[config.mk]
export PLATFORM = sky130hd
export DESIGN_NAME = fetch_decode_queue
export DESIGN_NICKNAME = d
export VERILOG_FILES = /design/src/rtl/fetch_decode_queue_pkg.sv /design/src/rtl/fetch_decode_queue_ram.sv /design/src/rtl/fetch_decode_queue.sv
export SDC_FILE = /design/constraint.sdc
export NUM_CORES = 1
export LEC_CHECK = 0
export ABC_AREA = 1
export ABC_CLOCK_PERIOD_IN_PS = 5700
export CAP_MARGIN = 40
export CORE_MARGIN = 2
export CORE_UTILIZATION = 35
export CTS_BUF_LIST = sky130_fd_sc_hd__clkbuf_16
export DETAILED_ROUTE_END_ITERATION = 8
export PLACE_DENSITY_LB_ADDON = 0.25
export SYNTH_ARGS = -nofsm -noshare
export SYNTH_HDL_FRONTEND = slang
export SYNTH_HIERARCHICAL = 1
export SYNTH_SLANG_ARGS = --single-unit
[constraint.sdc]
create_clock -name clk -period 5.7 [get_ports clk]
set_clock_uncertainty 0.1 [all_clocks]
set_input_delay 0.57 -clock clk [delete_from_list [all_inputs] [get_ports clk]]
set_output_delay 0.57 -clock clk [all_outputs]
set_load 0.03 [all_outputs]
[src/rtl/fetch_decode_queue_pkg.sv]
// Shared pipeline definitions: entry payload, NOP encoding and counter sizing helper.
package fetch_decode_queue_pkg;

  localparam int unsigned PC_W    = 32;
  localparam int unsigned INSTR_W = 32;

  localparam logic [INSTR_W-1:0] NOP_INSTR = '0;

  typedef struct packed {
    logic [PC_W-1:0]    pc;
    logic [INSTR_W-1:0] instr;
  } fetch_entry_t;

  // Width needed to hold an occupancy of 0..depth inclusive.
  function automatic int unsigned cnt_w(input int unsigned depth);
    return $clog2(depth + 1);
  endfunction

endpackage

[src/rtl/fetch_decode_queue_ram.sv]
// Entry storage for the IF/ID queue: one write port on the falling edge, asynchronous read.
module sync_fifo_ram
  import fetch_decode_queue_pkg::*;
#(
  parameter int unsigned WIDTH = PC_W + INSTR_W,
  parameter int unsigned DEPTH = 4,
  localparam int unsigned AW   = $clog2(DEPTH)
) (
  input  logic             clk,
  input  logic             we,
  input  logic [AW-1:0]    waddr,
  input  logic [WIDTH-1:0] wdata,
  input  logic [AW-1:0]    raddr,
  output logic [WIDTH-1:0] rdata
);

  logic [WIDTH-1:0] mem [DEPTH];

  always_ff @(negedge clk) begin
    if (we) mem[waddr] <= wdata;
  end

  assign rdata = mem[raddr];

endmodule

[src/rtl/fetch_decode_queue.sv]
// IF/ID boundary FIFO of {pc, instr} pairs with stall/halt/flush semantics and last-PC retention.
module fetch_decode_queue
  import fetch_decode_queue_pkg::*;
#(
  parameter int unsigned DATA_W = 32,
  parameter int unsigned ADDR_W = 32,
  parameter int unsigned DEPTH  = 4,
  localparam int unsigned CNT_W = cnt_w(DEPTH)
) (
  input  logic              clk,
  input  logic              rst,
  input  logic              i_flush,
  input  logic              i_stall,
  input  logic              i_halt,
  input  logic              i_push,
  input  logic [ADDR_W-1:0] i_pc,
  input  logic [DATA_W-1:0] i_instr,
  output logic              o_full,
  output logic              o_valid,
  output logic [ADDR_W-1:0] o_pc,
  output logic [DATA_W-1:0] o_instr,
  output logic [CNT_W-1:0]  o_count
);

  localparam int unsigned PTR_W = $clog2(DEPTH);
  localparam int unsigned ENT_W = ADDR_W + DATA_W;

  logic [PTR_W-1:0]  rd_ptr;
  logic [PTR_W-1:0]  wr_ptr;
  logic [CNT_W-1:0]  count;
  logic [ADDR_W-1:0] last_pc;

  logic              pop_c;
  logic              push_ok_c;
  logic [ENT_W-1:0]  head_c;
  logic [ADDR_W-1:0] head_pc_c;
  logic [DATA_W-1:0] head_instr_c;

  assign o_valid = (count != '0);
  assign o_full  = (count == CNT_W'(DEPTH));
  assign o_count = count;

  // A push into a full queue is still accepted when the head leaves on the same edge.
  assign pop_c     = o_valid & ~i_stall & ~i_halt;
  assign push_ok_c = i_push & ~i_halt & ~i_flush & (~o_full | pop_c);

  sync_fifo_ram #(
    .WIDTH (ENT_W),
    .DEPTH (DEPTH)
  ) u_ram (
    .clk   (clk),
    .we    (push_ok_c & ~rst),
    .waddr (wr_ptr),
    .wdata ({i_pc, i_instr}),
    .raddr (rd_ptr),
    .rdata (head_c)
  );

  assign head_pc_c    = head_c[ENT_W-1:DATA_W];
  assign head_instr_c = head_c[DATA_W-1:0];

  // Priority: reset, then halt (freezes everything including flush), then flush, then push/pop.
  always_ff @(negedge clk) begin
    if (rst) begin
      rd_ptr  <= '0;
      wr_ptr  <= '0;
      count   <= '0;
      last_pc <= '0;
    end else if (!i_halt) begin
      if (i_flush) begin
        rd_ptr <= '0;
        wr_ptr <= '0;
        count  <= '0;
      end else begin
        if (push_ok_c) wr_ptr <= wr_ptr + PTR_W'(1);
        if (pop_c) begin
          rd_ptr  <= rd_ptr + PTR_W'(1);
          last_pc <= head_pc_c;
        end
        if (push_ok_c && !pop_c) begin
          count <= count + CNT_W'(1);
        end else if (!push_ok_c && pop_c) begin
          count <= count - CNT_W'(1);
        end
      end
    end
  end

  // Empty queue shows the last consumed PC with a NOP so decode sees a bubble.
  assign o_pc    = o_valid ? head_pc_c : last_pc;
  assign o_instr = o_valid ? head_instr_c : DATA_W'(NOP_INSTR);

endmodule

# ---- After elaboration in Yosys (flattened, before gate mapping)
# Memory sizes are Yosys's and may differ from the RTL's. A register that Yosys moved wholly into a read port is not among the register bits.
# Index checks and enable logic that the tools add are counted.
dict set report totals {
  register_bits 39
  output_inout_bits 69
  mem_count 1
  inputBits 70
  ram_bits 256
}
# name words word_bits rd rd_clocked_by_memory_dff write_ports line_no
set mem_list {}
lappend mem_list {u_ram.mem 4 64 1 1 1 fetch_decode_queue_ram.sv:17} ;# logic [WIDTH-1:0] mem [DEPTH];
dict set report op_classes {
  add_sub_neg 4
  n_mux 13
  n_bitwise 12
  n_reduce_logical 12
  eq_ne 1
}
# operator count
set ops {}
lappend ops {{32-bit 2-to-1 mux} 2}
lappend ops {{2-bit 2-to-1 mux} 6}
lappend ops {{3-bit 2-to-1 mux} 3}
lappend ops {{1-bit bitwise AND} 6}
lappend ops {{2-bit AND reduction} 3}
lappend ops {{3-bit nonzero test} 2}
lappend ops {{1-bit NOT} 5}
lappend ops {{2-bit by 1-bit adder with 2-bit output (second input constant)} 2}
lappend ops {{2-bit nonzero test} 2}
lappend ops {{3-bit by 1-bit adder with 3-bit output (second input constant)} 1}
lappend ops {{3-bit == test (second input constant)} 1}
lappend ops {{3-bit AND reduction} 1}
lappend ops {{3-bit by 1-bit subtractor with 3-bit output (second input constant)} 1}
lappend ops {{1-bit logical AND} 2}
lappend ops {{1-bit logical NOT} 2}
lappend ops {{1-bit 2-to-1 mux} 2}
lappend ops {{1-bit bitwise OR} 1}

# ---- Depth between registers and ports, before layout
dict set report logic_depth {
  ltp_word 10
  mapped_depth 14
}

# ---- Hierarchy
# The synthesis kept the hierarchy.
# module instances area_per_inst_um2 cells_per_inst seq_area_each_um2
set by_module_without_submodules {}
lappend by_module_without_submodules {sync_fifo_ram 1 10742.8 1011 7687.4}
lappend by_module_without_submodules {fetch_decode_queue 1 2393.5 349 780.7}

==> summary.md <==
| Metric | Value |
|---|---|
| Finish-stage setup viols | 0 |
| First-pass DRT Iterations | 5 |
| Rel. slew slack | 0.593 |
| Critical path type | flop to output port |
| Hold Vio Cnt, Final | 0 |
| Root buf cell | clkbuf_16 |
| Flop2flop setup slack | between 3 and 4 ns |
| Worst skew pair latency | 0.58 ns |
| Placed Area | between 15000 and 20000 um^2 |
| Clock sink total | a little under 300 |
| CTS Buf Count | 36 |
| Buffers on Ports | about 140 |
| Total power | roughly 6.0 mW |
| Largest net degree at the start of global routing | 66 |
| Final Cell Area | approximately 18000 um^2 |
| Area Overhead vs Synth | 35.9% |
| Status | finished clean |
| CP Max Fanout | 38 |
| Grt ovf | 0 |
| Final Wtd Congestion | between 0.7 and 0.8 |
| Dpl hpwl | roughly 20 mm |
| Die Y | between 150 and 200 um |
| Synth cell types | 25 |
| CP Launch Type | flop |
| Syn nets | around 1.4k |
| CTS tree | done |
| Vias in the first global route | 10.6k |
| Area occupied by multi-input gates | roughly 3100 um^2 |
| Initial DRC Count | slightly above 500 |
| Hold Crit Class | flop to flop |
| Cts hold-fix bufs | 0 |
| Setup tns final | 0 ns |
| RR Endpoint | o_count[2]$_SDFFE_NP0P_ |
| IO Pins | ~140 |
| Filler instances | between 3k and 4k |
| Post-DRT Antenna Nets | 0 |
| Initial antenna violation count | 2 |
| Worst-Margin Slew | ~0.60 ns |
| First-pass GRT wire length | approximately 50 mm |
| CP arrival | between 4 and 5 ns |
| Syn. warnings | 6 |
| Hold path startpoint | last_pc[8]$_SDFFE_NP0P_ |
| Total wire length | 32.1 mm |
| Slew Viols, Final | 0 |
| Synth Instances | 1360 |
| Chip Width | a little under 200 um |
| RSZ-0062 raised after global routing | yes |
| Static Leak | 8.92 nW |
| Post-detailed-route via-to-cell ratio | between 4 and 5 |
| Post-synthesis sequential area ratio | 0.645 |
| DR vias | approximately 10k |
| # diodes | 0 |
| Total Die Area | roughly 39000 um^2 |
| Hold Path Stages | 2 |
| GRT Total Usage | 0.167 |
| WHS Endpoint | last_pc[8]$_SDFFE_NP0P_ |
| Maximum buffer depth of the clock tree | 3 |
| Wire length per cell | around 14 um |
| Synth Area per Inst | ~9.7 um^2 |
| H-tree depth | 2 |
| R2r startpoint | o_count[2]$_SDFFE_NP0P_ |
| Core footprint | approximately 37000 um^2 |
| CP endpoint kind | output port |
| DRC violations left | 0 |
| R2R cell count | 14 |
| Synthesized area | roughly 13000 um^2 |
| WP data required | roughly 5.0 ns |
| # rows | 70 |
| Most common cell after layout, fill and taps aside | inv_1 |
| Max_cap viols | 0 |
| Initial cell density of the core | 0.357 |
| PwrDens | about 340 nW/um^2 |
| Peak VDD IR | ~0.22 mV |
| Commonest cells after routing, fill and taps aside | inv_1 (636), nand2_1 (368), edfxtp_1 (256), nand3_1 (138), buf_4 (77) |
| Register Area | between 8000 and 9000 um^2 |
| Seq cells post-synth | 295 |
| Clock-pin slew on the worst setup and hold paths | around 0.04 ns |
| Postcts setup bufs | 0 |
| Layout cells sized above 1 | 0.132 |
| Nets@finish | approximately 1.9k |
==> cell type report <==
cell class / instances / area share
sequential: 295 / 0.475
multi-input combinational: 661 / 0.174
timing repair buffer: 189 / 0.117
clock inverter: 323 / 0.0770
inverter: 341 / 0.0728
clock buffer: 37 / 0.0519
tap: 468 / 0.0328
==> flip-flops by register name (all words and copies together), names as in the netlist <==
signal	count
last_pc	32
u_ram/mem	256
o_count	3
wr_ptr	2
rd_ptr	2
==> worst max path at each step <==
| stage | cells after the start | to | start |
|---|---|---|---|
| after floorplan | 7 | u_ram/mem[1][0]$_DFFE_NP_ | i_halt |
| after global placement | 8 | u_ram/mem[3][48]$_DFFE_NP_ | i_halt |
| after detailed placement | 8 | u_ram/mem[3][46]$_DFFE_NP_ | i_halt |
| after CTS | 8 | o_pc[4] | rd_ptr[0]$_SDFFE_NP0P_ |
| after global routing | 8 | o_pc[14] | rd_ptr[0]$_SDFFE_NP0P_ |
| final | 8 | o_pc[4] | rd_ptr[0]$_SDFFE_NP0P_ |
==> stage by stage <==
stage | utilization | setup WS (ns) | hold slack (ns) | instances
finish | 0.485 | 0.0851 | 0.343 | 2314
global route | 0.485 | -0.0549 | 0.370 | 2314
CTS | 0.484 | 0.00681 | 0.346 | 2313
detailed placement | 0.420 | 0.0662 | 0.342 | 1954
global placement | 0.420 | 0.0301 | 0.335 | 1954
floorplan | - | -0.312 | 0.325 | 1360
==> routing by layer <==
| metal | vias to the layer above | part of all wire | global-route usage |
|---|---|---|---|
| met3 | 46 | 0.060 | 0.0657 |
| li1 | 5170 | - | - |
| met4 | 4 | 0.013 | 0.0724 |
| met1 | 4660 | 0.45 | 0.202 |
| met5 | - | 0.00081 | 0 |
| met2 | 253 | 0.48 | 0.264 |
==> cells in the mapped netlist <==
cell type | n | area (um^2)
nand2_1 | 369 | 1390
inv_1 | 337 | 1260
edfxtp_1 | 256 | 7690
nand3_1 | 138 | 691
dfxtp_1 | 39 | 781
buf_2 | 38 | 190
nor2_1 | 37 | 139
o21ai_0 | 32 | 160
a21oi_2 | 30 | 263
o21ai_2 | 20 | 175
o21ai_1 | 14 | 70.1
clkbuf_1 | 9 | 33.8
a21oi_1 | 8 | 40.0
buf_4 | 6 | 45.0
inv_2 | 6 | 22.5
nor3_1 | 5 | 25.0
buf_1 | 3 | 11.3
buf_6 | 3 | 33.8
buf_12 | 2 | 40.0
nand2_4 | 2 | 22.5
nor2_2 | 2 | 12.5
fa_1 | 1 | 20.0
nand2_2 | 1 | 6.26
nand4_1 | 1 | 6.26
nor2_4 | 1 | 11.3
==> power by group <==
part	switching, mW	internal (mW)
sequential	0.00896	2.39
clock	1.39	1.68
combinational	0.322	0.198
==> logic make-up after synthesis <==
kind of cell / count (synthesis) / share of synthesized area
AO/OA/AOI/OAI: 104 / 0.0539
buffers and inverters: 404 / 0.125
flip-flops: 295 / 0.645
adder cells (fa/ha/maj): 1 / 0.00152
AND/OR/NAND/NOR: 556 / 0.175
==> worst max-delay path, stage by stage, from the launching register on <==
cell and delay [ns]:
dfxtp_4 0.37, inv_6 0.18, buf_12 0.24, nand2_1 0.07, nand3_1 0.07, nand2_1 0.07
nand2_1 0.06, o21ai_0 0.21, buf_12 0.22
==> repair_timing <==
action,4_1_cts,5_1_grt
hold endpoints to repair,0,0
cloned,1,1
gates resized for setup,5,9
setup endpoints to repair,23,42
Note: power is estimated with default switching activity, not from simulation.
